`config.mk`:
```
export PLATFORM = sky130hd
export DESIGN_NAME = fetch_unit_flat
export DESIGN_NICKNAME = d
export VERILOG_FILES = /design/src/rtl/fetch_unit_if.sv /design/src/rtl/fetch_unit.sv /design/src/flat_wrapper.sv
export SDC_FILE = /design/constraint.sdc
export NUM_CORES = 1
export LEC_CHECK = 0
export ABC_AREA = 1
export BUFFER_PORTS_ARGS = -buffer_cell sky130_fd_sc_hd__buf_2
export CAP_MARGIN = 20
export CORE_MARGIN = 10
export CORE_UTILIZATION = 35
export DETAILED_ROUTE_END_ITERATION = 6
export GPL_ROUTABILITY_DRIVEN = 0
export HOLD_SLACK_MARGIN = 0.15
export PLACE_DENSITY = 0.55
export SLEW_MARGIN = 20
export SYNTH_ARGS = -nofsm -noshare
export SYNTH_HDL_FRONTEND = slang
export SYNTH_SLANG_ARGS = --single-unit
```
`constraint.sdc`:
```
create_clock -name clk -period 3.4 [get_ports clk]
set_input_delay 0.68 -clock clk [delete_from_list [all_inputs] [get_ports clk]]
set_output_delay 0.68 -clock clk [all_outputs]
set_load 0.01 [all_outputs]
```
`src/rtl/fetch_unit_if.sv`:
```
// Vector-fetch bus: datapath index in, BRAM address/data, packed vector and valid out.
interface fetch_unit_if #(
    parameter int matSize  = 16,
    parameter int memDepth = 12
);
    localparam int AW = $clog2(matSize*2-1);

    logic [AW-1:0]         readAddr;
    logic [31:0]           dataIn;
    logic [memDepth-1:0]   addrIn;
    logic [matSize*32-1:0] dataOut;
    logic                  valid;

    // fetch unit side: drives the BRAM address and the packed vector
    modport master (
        input  readAddr,
        input  dataIn,
        output addrIn,
        output dataOut,
        output valid
    );

    // environment side: datapath index and BRAM read data
    modport slave (
        output readAddr,
        output dataIn,
        input  addrIn,
        input  dataOut,
        input  valid
    );
endinterface

```
`src/rtl/fetch_unit.sv`:
```
// fetch_unit: reads matSize sequential words from a 1-cycle-latency BRAM
// starting at readAddr*matSize and packs them into one wide register.
module fetch_unit #(
    parameter int matSize  = 16,
    parameter int memDepth = 12
) (
    input  logic         clk,
    input  logic         RESET,
    fetch_unit_if.master bus
);
    localparam int AW = $clog2(matSize*2-1);
    localparam int IW = (matSize > 1) ? $clog2(matSize) : 1;
    localparam logic [IW-1:0] LAST = IW'(matSize-1);

    typedef enum logic [1:0] {START, ADDR, CAPT, DONE} state_t;

    state_t                r_state;
    state_t                w_next;
    logic [memDepth-1:0]   r_base;
    logic [memDepth-1:0]   w_base_n;
    logic [memDepth-1:0]   r_addr;
    logic [memDepth-1:0]   w_addr_n;
    logic [memDepth-1:0]   w_startBase;
    logic [AW-1:0]         r_vidx;
    logic [AW-1:0]         w_vidx_n;
    logic [IW-1:0]         r_idx;
    logic [IW-1:0]         w_idx_n;
    logic                  r_valid;
    logic                  w_valid_n;
    logic                  w_capt;
    logic [matSize*32-1:0] r_data;

    // Product is taken modulo 2^memDepth; truncating the operand first is equivalent.
    assign w_startBase = memDepth'(bus.readAddr) * memDepth'(matSize);

    assign bus.addrIn  = r_addr;
    assign bus.dataOut = r_data;
    assign bus.valid   = r_valid;

    // State register
    always_ff @(posedge clk or negedge RESET) begin
        if (!RESET) r_state <= START;
        else        r_state <= w_next;
    end

    // Next-state: two cycles per word, then wait in DONE until the index changes
    always_comb begin
        w_next = r_state;
        case (r_state)
            START:   w_next = ADDR;
            ADDR:    w_next = CAPT;
            CAPT:    w_next = (r_idx == LAST) ? DONE : ADDR;
            DONE:    w_next = (bus.readAddr != r_vidx) ? START : DONE;
            default: w_next = START;
        endcase
    end

    // Output/datapath control: next values of the registered outputs and counters
    always_comb begin
        w_base_n  = r_base;
        w_vidx_n  = r_vidx;
        w_idx_n   = r_idx;
        w_addr_n  = r_addr;
        w_valid_n = r_valid;
        w_capt    = 1'b0;
        case (r_state)
            START: begin
                w_base_n  = w_startBase;
                w_vidx_n  = bus.readAddr;
                w_addr_n  = w_startBase;
                w_idx_n   = '0;
                w_valid_n = 1'b0;
            end
            CAPT: begin
                w_capt = 1'b1;
                if (r_idx == LAST) begin
                    w_valid_n = 1'b1;
                end else begin
                    w_idx_n  = r_idx + IW'(1);
                    w_addr_n = r_base + memDepth'(r_idx) + memDepth'(1);
                end
            end
            DONE: begin
                if (bus.readAddr != r_vidx) w_valid_n = 1'b0;
            end
            default: ;
        endcase
    end

    // Control registers
    always_ff @(posedge clk or negedge RESET) begin
        if (!RESET) begin
            r_base  <= '0;
            r_vidx  <= '0;
            r_idx   <= '0;
            r_addr  <= '0;
            r_valid <= 1'b0;
        end else begin
            r_base  <= w_base_n;
            r_vidx  <= w_vidx_n;
            r_idx   <= w_idx_n;
            r_addr  <= w_addr_n;
            r_valid <= w_valid_n;
        end
    end

    // Word capture: only the addressed slot changes, others keep prior contents
    always_ff @(posedge clk or negedge RESET) begin
        if (!RESET)      r_data <= '0;
        else if (w_capt) r_data[{r_idx, 5'b0} +: 32] <= bus.dataIn;
    end
endmodule

```
`src/flat_wrapper.sv`:
```
// flat-port wrapper written by rule: the top's interface ports become plain ports
module fetch_unit_flat 
#(
    parameter int matSize  = 16,
    parameter int memDepth = 12
)
  (clk, RESET, bus_readAddr, bus_dataIn, bus_addrIn, bus_dataOut, bus_valid);
  fetch_unit_if #(.matSize(matSize), .memDepth(memDepth)) bus_i ();
  input  logic clk;
  input  logic RESET;
  input wire logic [$bits(bus_i.readAddr)-1:0] bus_readAddr;
  input wire logic [$bits(bus_i.dataIn)-1:0] bus_dataIn;
  output wire logic [$bits(bus_i.addrIn)-1:0] bus_addrIn;
  output wire logic [$bits(bus_i.dataOut)-1:0] bus_dataOut;
  output wire logic [$bits(bus_i.valid)-1:0] bus_valid;
  assign bus_i.readAddr = bus_readAddr;
  assign bus_i.dataIn = bus_dataIn;
  assign bus_addrIn = bus_i.addrIn;
  assign bus_dataOut = bus_i.dataOut;
  assign bus_valid = bus_i.valid;
  fetch_unit #(.matSize(matSize), .memDepth(memDepth)) u_core (.clk(clk), .RESET(RESET), .bus(bus_i));
endmodule
```
==> run_results.csv, run 1 <==
group,metric,value,unit
worst_setup_path,r2r_start,"u_core.r_idx[2]",
sta,worst_slew_pin_slew,987,ps
status,status,"finished, final reports clean",
clocking,clock_path_buffers,3,
clocking,cts_made_buffers,57,
sta,drv_slew,0,
die,die_y,268,µm
sta,fin_crit,2670,ps
power,p_sw_share,45.8,%
sta,fin_crit_sh,78.5,%
detailed_routing,vias_per_cell,5.12,
detailed_routing,via_count,19200,
global_routing,grt_pass1_vias,19100,
synthesis,synthDistinctLibCells,30,
placement,port_buffers,561,
worst_setup_path,end_kind,"flip-flop",
worst_setup_path,cp.required,3870,ps
die,initial_core_util,35.5,%
synthesis,yosys_warnings,0,
synthesis,synth_edf_count,0,
synthesis,synth_ff_type,"dfrtp_1",
global_routing,grt_max_degree,80,
die,die_w,268,µm
finish,final_cell_mix,"925 x nand2_1, 560 x buf_2, 530 x dfrtp_1",
worst_setup_path,critPathArrivalTime,3140,ps
synthesis,syn_area_per_cell,8.85,µm²
power,p_sw,14600,µW
global_routing,antenna_found_initial,0,
finish,final_common_cell,"nand2_1",
min_path,holdCritPathClass,"primary input to flip-flop",
detailed_routing,drc,0,
sta,relSlewSlack,33.7,%
synthesis,ys_seq_area_share,61.5,%
worst_setup_path,reg2reg_setup_slack,730,ps
finish,antennaDiodeCount,0,
power,vdd_ir_drop_max,0.000766,V
clocking,clk_pin_slew,60,ps
global_routing,grt_use_total,23.8,%
detailed_routing,wl_per_cell,23.4,µm
finish,drive_gt1_share,24.9,%
clocking,cts_tree,"done",
clocking,cts.sinks,530,
sta,skew,28.6,ps
finish,stdcell_area,27000,µm²
synthesis,ys_ff_latch,530,
worst_setup_path,r2r_end,"u_core.bus.dataOut[70]",
sta,fmax,0.375,GHz
power,p_int,17300,µW
synthesis,netlist_area,21500,µm²
power,power_density,1180,nW/µm²
synthesis,ys_top_cells_by_area,"dfrtp_1 62%, nand2_1 16%, nand3_1 4.6%",
power,p_comb_share,44.6,%
die,io_pins,564,
sta,rsz0062_at_grt,"no",
die,row_count,90,
finish,nets,2962,
die,core,60700,µm²
finish,utilization,44.5,%
worst_setup_path,path_max_fanout,57,
clocking,cts_setup_buffers,0,
synthesis,synth_top_cell_by_area,"dfrtp_1",
power,p_leak,0.0138,µW
worst_setup_path,cp-endpoint,"u_core.bus.dataOut[70]",
detailed_routing,drt-total-wl,87700,µm
synthesis,synth.top_cell.area_share,61.5,%
worst_setup_path,rr_worst_depth,9,
worst_setup_path,startpoint,"u_core.r_idx[2]",
synthesis,synth-async-reset-ratio,100,%
clocking,cts.htree.levels,2,
worst_setup_path,crit_path_start_kind,"flip-flop",
synthesis,syn_inst,2434,
clocking,cts_root_buf,"clkbuf_16",
power,pwr-share-seq,35.8,%
detailed_routing,drtIter0Drc,1845,
run,drv_cap,0,
global_routing,grt_remaining_overflow,0,
sta,hold_viol_final,0,
placement,dpl_cell_area,25100,µm²
detailed_routing,first_pass_iters,5,
die,die_area,71900,µm²
global_routing,grt_first_pass_wirelength,129000,µm
detailed_routing,postRouteAntennaNets,0,
placement,hpwl,63400,µm
sta,finalSetupViolCount,0,
worst_setup_path,crit_type,"flip-flop to flip-flop",
finish,area_delta_synth_final,25.2,%
sta,final.setup.tns,0,ps
sta,worst_hold_slack,356,ps
clocking,clk_latency,620,ps
power,pwr-share-clk,19.6,%
[state kept, by name, summed over array words and instances (netlist names)]
| register | count |
|---|---|
| u_core.r_idx | 3 |
| u_core.bus.addrIn | 7 |
| u_core.bus.valid | 1 |
| u_core.r_state | 2 |
| u_core.bus.dataOut | 512 |
| u_core.r_vidx | 5 |
[layer usage]
layer / up-vias / GRT usage, % / wire, µm
li1: 8821 / - / -
met1: 9428 / 30.9 / 35900
met2: 816 / 38.0 / 41300
met3: 117 / 6.82 / 8450
met4: 0 / 6.84 / 2090
met5: - / 0 / 0
[what timing repair did]
| action | CTS | global route |
|---|---|---|
| resized for setup | 0 | 0 |
| hold buffers | 1 | 0 |
| hold endpoints to repair | 43 | 0 |
[critical path, stage by stage, from the launching register on]
cell and delay (ps):
dfrtp_1 510, inv_2 100, nand4_1 310, nand2_8 360
nor2_4 230, buf_4 460, nand2_1 90, buf_4 270
nand2_1 100, nand2_1 60
[cell usage after synthesis (13+ instances only)]
cell        n
nor2_1     53
buf_1      13
nor3_1     38
o21ai_0   150
clkbuf_2   16
buf_2      95
nand2_1   928
nand4_1    95
inv_1     111
o21ai_1   107
dfrtp_1   530
clkbuf_1   62
nand3_1   198
[how the worst min path moves through the flow]
stage | cells past startpoint | end | from | slack, ps
floorplan | 0 | u_core.bus.addrIn[3] | RESET | 380
global placement | 2 | u_core.bus.dataOut[148] | u_core.bus.dataOut[148] | 450
detailed placement | 2 | u_core.bus.dataOut[453] | u_core.bus.dataOut[453] | 450
CTS | 3 | u_core.r_vidx[0] | bus_readAddr[0] | 310
global route | 3 | u_core.r_vidx[0] | bus_readAddr[0] | 330
finish | 3 | u_core.r_vidx[0] | bus_readAddr[0] | 360
[power by group through the flow]
stage | Combinational (µW) | Sequential (µW) | Clock [µW]
2_1_floorplan | 6290 | 12400 | 0
3_3_place_gp | 14200 | 11400 | 0
3_5_place_dp | 14400 | 11400 | 0
4_1_cts | 14400 | 11400 | 6390
5_1_grt | 15800 | 11700 | 6650
6_report | 14200 | 11400 | 6250
[through the flow]
stage                     instances  total power (µW)  setup slack, ps
after floorplan                2435             18700              859
final                          3745             31900              730
after global placement         3641             25600              778
after global routing           3745             34100              443
after CTS                      3745             32200              676
after detailed placement       3641             25800              685
[cell type report]
| cell class | count | area [µm²] |
|---|---|---|
| fillers | 5991 | 33700 |
| clock inverters | 17 | 159 |
| inverters | 117 | 439 |
| flip-flops and latches | 530 | 13300 |
| clock buffers | 86 | 1730 |
| well taps | 782 | 978 |
| repair buffers | 616 | 3330 |
| multi-input cells | 1597 | 7080 |
[cell families after synthesis]
family / after synthesis / synth area share [%]
AO/OA/AOI/OAI: 264 / 6.20
XOR/XNOR: 2 / 0.0813
adder cells (fa/ha/maj): 4 / 0.232
buffers and inverters: 308 / 6.10
flip-flops: 530 / 61.5
other: 1 / 0.0174
AND/OR/NAND/NOR: 1325 / 25.8
Power figures use the tool's default switching activity.
==> inputs of run 2 (changes only) <==
--- a/config.mk
+++ b/config.mk
@@ -13,7 +13,7 @@
 export DETAILED_ROUTE_END_ITERATION = 6
 export GPL_ROUTABILITY_DRIVEN = 0
 export HOLD_SLACK_MARGIN = 0.15
-export PLACE_DENSITY = 0.55
+export PLACE_DENSITY = 0.57
 export SLEW_MARGIN = 20
 export SYNTH_ARGS = -nofsm -noshare
 export SYNTH_HDL_FRONTEND = slang
==> constraint.sdc (replaced) <==
create_clock -name clk -period 2.4 [get_ports clk]
set_input_delay 0.48 -clock clk [delete_from_list [all_inputs] [get_ports clk]]
set_output_delay 0.48 -clock clk [all_outputs]
set_load 0.01 [all_outputs]
==> run 2 against run 1 <==
  * Power up 45%
  * Final cell count up 1.7%
  * Sequential power up 42%
  * Flip-flop and latch count unchanged
  * Maximum frequency up 17%
  * Non-clock buffer count up 58
  * Clock power up 45%
  * Clock-buffer cell count unchanged
  * Largest power group unchanged
  * Highest routed layer unchanged
==> run_results.csv, run 2 (synthesized netlist as in run 1, its figures left out) <==
group,metric,value,unit
status,status,"finished, final reports clean",
die,core,60700,µm²
finish,ff_latch_area,13300,µm²
power,p_int,25300,µW
global_routing,antenna_found_initial,1,
detailed_routing,drtIter0Drc,1850,
clocking,cts_tree,"done",
sta,fmax,0.439,GHz
sta,fin_crit_sh,94.9,%
detailed_routing,drt-total-wl,89300,µm
clocking,clock_path_buffers,3,
worst_setup_path,critPathArrivalTime,2770,ps
sta,skew,19.3,ps
clocking,cts.htree.levels,2,
worst_setup_path,path_cells,"inv_1 > ha_2 > xor2_4 > buf_6 > nand3_4 > inv_2 > nand2_1 > buf_4 > nand2_1 > nand2_1",
sta,drv_slew,0,
worst_setup_path,path_buf_inv,4,
clocking,clk_latency,610,ps
die,die_area,71900,µm²
finish,largest_register_ffs,512,
sta,worst_hold_slack,212,ps
detailed_routing,first_pass_iters,6,
placement,hpwl,65100,µm
worst_setup_path,crit_path_top_delay_cell,"dfrtp_1",
detailed_routing,wl_per_cell,23.5,µm
power,p_sw,21000,µW
die,io_pins,564,
finish,area_delta_synth_final,28.4,%
sta,hold_viol_final,0,
sta,finalSetupViolCount,0,
worst_setup_path,cp.required,2890,ps
global_routing,grt_max_degree,92,
power,p_comb_share,45.4,%
worst_setup_path,path_max_fanout,22,
clocking,cts.sinks,530,
global_routing,grt_remaining_overflow,0,
sta,final.setup.tns,0,ps
placement,dpl_cell_area,25700,µm²
worst_setup_path,crit_path_max_incr_delay,380,ps
finish,multiInputGateArea,7110,µm²
run,drv_cap,0,
finish,antennaDiodeCount,0,
sta,fin_ws,123,ps
min_path,holdCritPathClass,"primary input to flip-flop",
detailed_routing,via_count,19500,
power,p_leak,0.0142,µW
power,pwr-share-clk,19.6,%
finish,final_common_cell,"nand2_1",
worst_setup_path,crit_type,"flip-flop to flip-flop",
worst_setup_path,end_kind,"flip-flop",
finish,num-fill-cells,5980,
power,power,46300,µW
sta,fin_crit,2280,ps
power,pwr-share-seq,35.0,%
finish,final_cell_mix,"925 x nand2_1, 560 x buf_2, 530 x dfrtp_1",
global_routing,grt_pass1_vias,19800,
sta,relSlewSlack,37.8,%
detailed_routing,vias_per_cell,5.12,
detailed_routing,postRouteAntennaNets,0,
sta,worst_slew_pin_slew,933,ps
global_routing,grt_use_total,24.2,%
clocking,clk_pin_slew,60,ps
finish,stdcell_area,27700,µm²
placement,dp_slack,-34.6,ps
worst_setup_path,worst_path_dominant_cell_family,"buffers and inverters",
finish,drive_gt1_share,26.5,%
die,initial_core_util,35.5,%
power,vdd_ir_drop_max,0.000752,V
placement,port_buffers,561,
worst_setup_path,cp_common_cell,"nand2_1",
die,row_count,90,
clocking,cts_made_buffers,57,
power,power_density,1670,nW/µm²
power,p_sw_share,45.4,%
die,die_y,268,µm
worst_setup_path,crit_path_start_kind,"flip-flop",
detailed_routing,drc,0,
global_routing,grt_first_pass_wirelength,132000,µm
clocking,cts_root_buf,"clkbuf_16",
finish,nets,3021,
die,die_w,268,µm
-- run 2: stage by stage --
| stage | std cells | util [%] |
|---|---|---|
| after detailed placement | 3697 | 42.3 |
| after CTS | 3807 | 45.5 |
| after global placement | 3697 | 42.3 |
| after global routing | 3808 | 45.6 |
| final | 3808 | 45.6 |
| after floorplan | 2435 | - |
-- run 2: layer usage --
layer | up-vias | track usage, % | part of all wire [%]
met4 | 0 | 7.11 | 2.8
met5 | - | 0 | 0
met1 | 9582 | 30.6 | 41
met2 | 847 | 40.1 | 48
met3 | 133 | 6.53 | 8.7
li1 | 8932 | - | -
-- run 2: repair_timing --
| action | in CTS | in global routing |
|---|---|---|
| pin swaps | 1 | 1 |
| setup endpoints to repair | 39 | 102 |
| setup buffers | 0 | 1 |
| gates cloned | 1 | 0 |
| hold endpoints to repair | 74 | 0 |
| hold buffers | 2 | 0 |
| resized for setup | 1 | 10 |
-- run 2: worst paths after layout --
path | start | end | slack [ps] | cells after the start
min reg2reg | u_core.bus.dataOut[23] | u_core.bus.dataOut[23] | 460 | 2
min | bus_readAddr[1] | u_core.r_vidx[1] | 210 | 3
max in group asynchronous | RESET | u_core.bus.dataOut[386] | 1150 | 3
max reg2reg | u_core.r_idx[1] | u_core.bus.dataOut[259] | 120 | 10
max | u_core.r_idx[1] | u_core.bus.dataOut[259] | 120 | 10
min in group asynchronous | RESET | u_core.bus.dataOut[62] | 360 | 2
-- run 2: final cells by class --
| cell class | count | share of cell area (%) |
|---|---|---|
| clock buffer | 86 | 6.13 |
| clock inverter | 21 | 0.827 |
| inverter | 117 | 1.59 |
| multi-input combinational | 1598 | 25.7 |
| sequential | 530 | 47.9 |
| tap | 782 | 3.54 |
| timing repair buffer | 674 | 14.3 |
-- run 2: tightest hold or removal path: cells and delay by family --
kind,cells,cell delay (ps)
buf+inv,2,200
compound gates,1,80
-- run 2: power by group through the flow --
stage	registers (µW)	clock network (µW)	logic, µW
after floorplan	17600	0	8960
after global placement	16100	0	20800
after detailed placement	16200	0	21200
after CTS	16200	9220	21200
after global routing	16600	9570	23200
final	16200	9070	21000
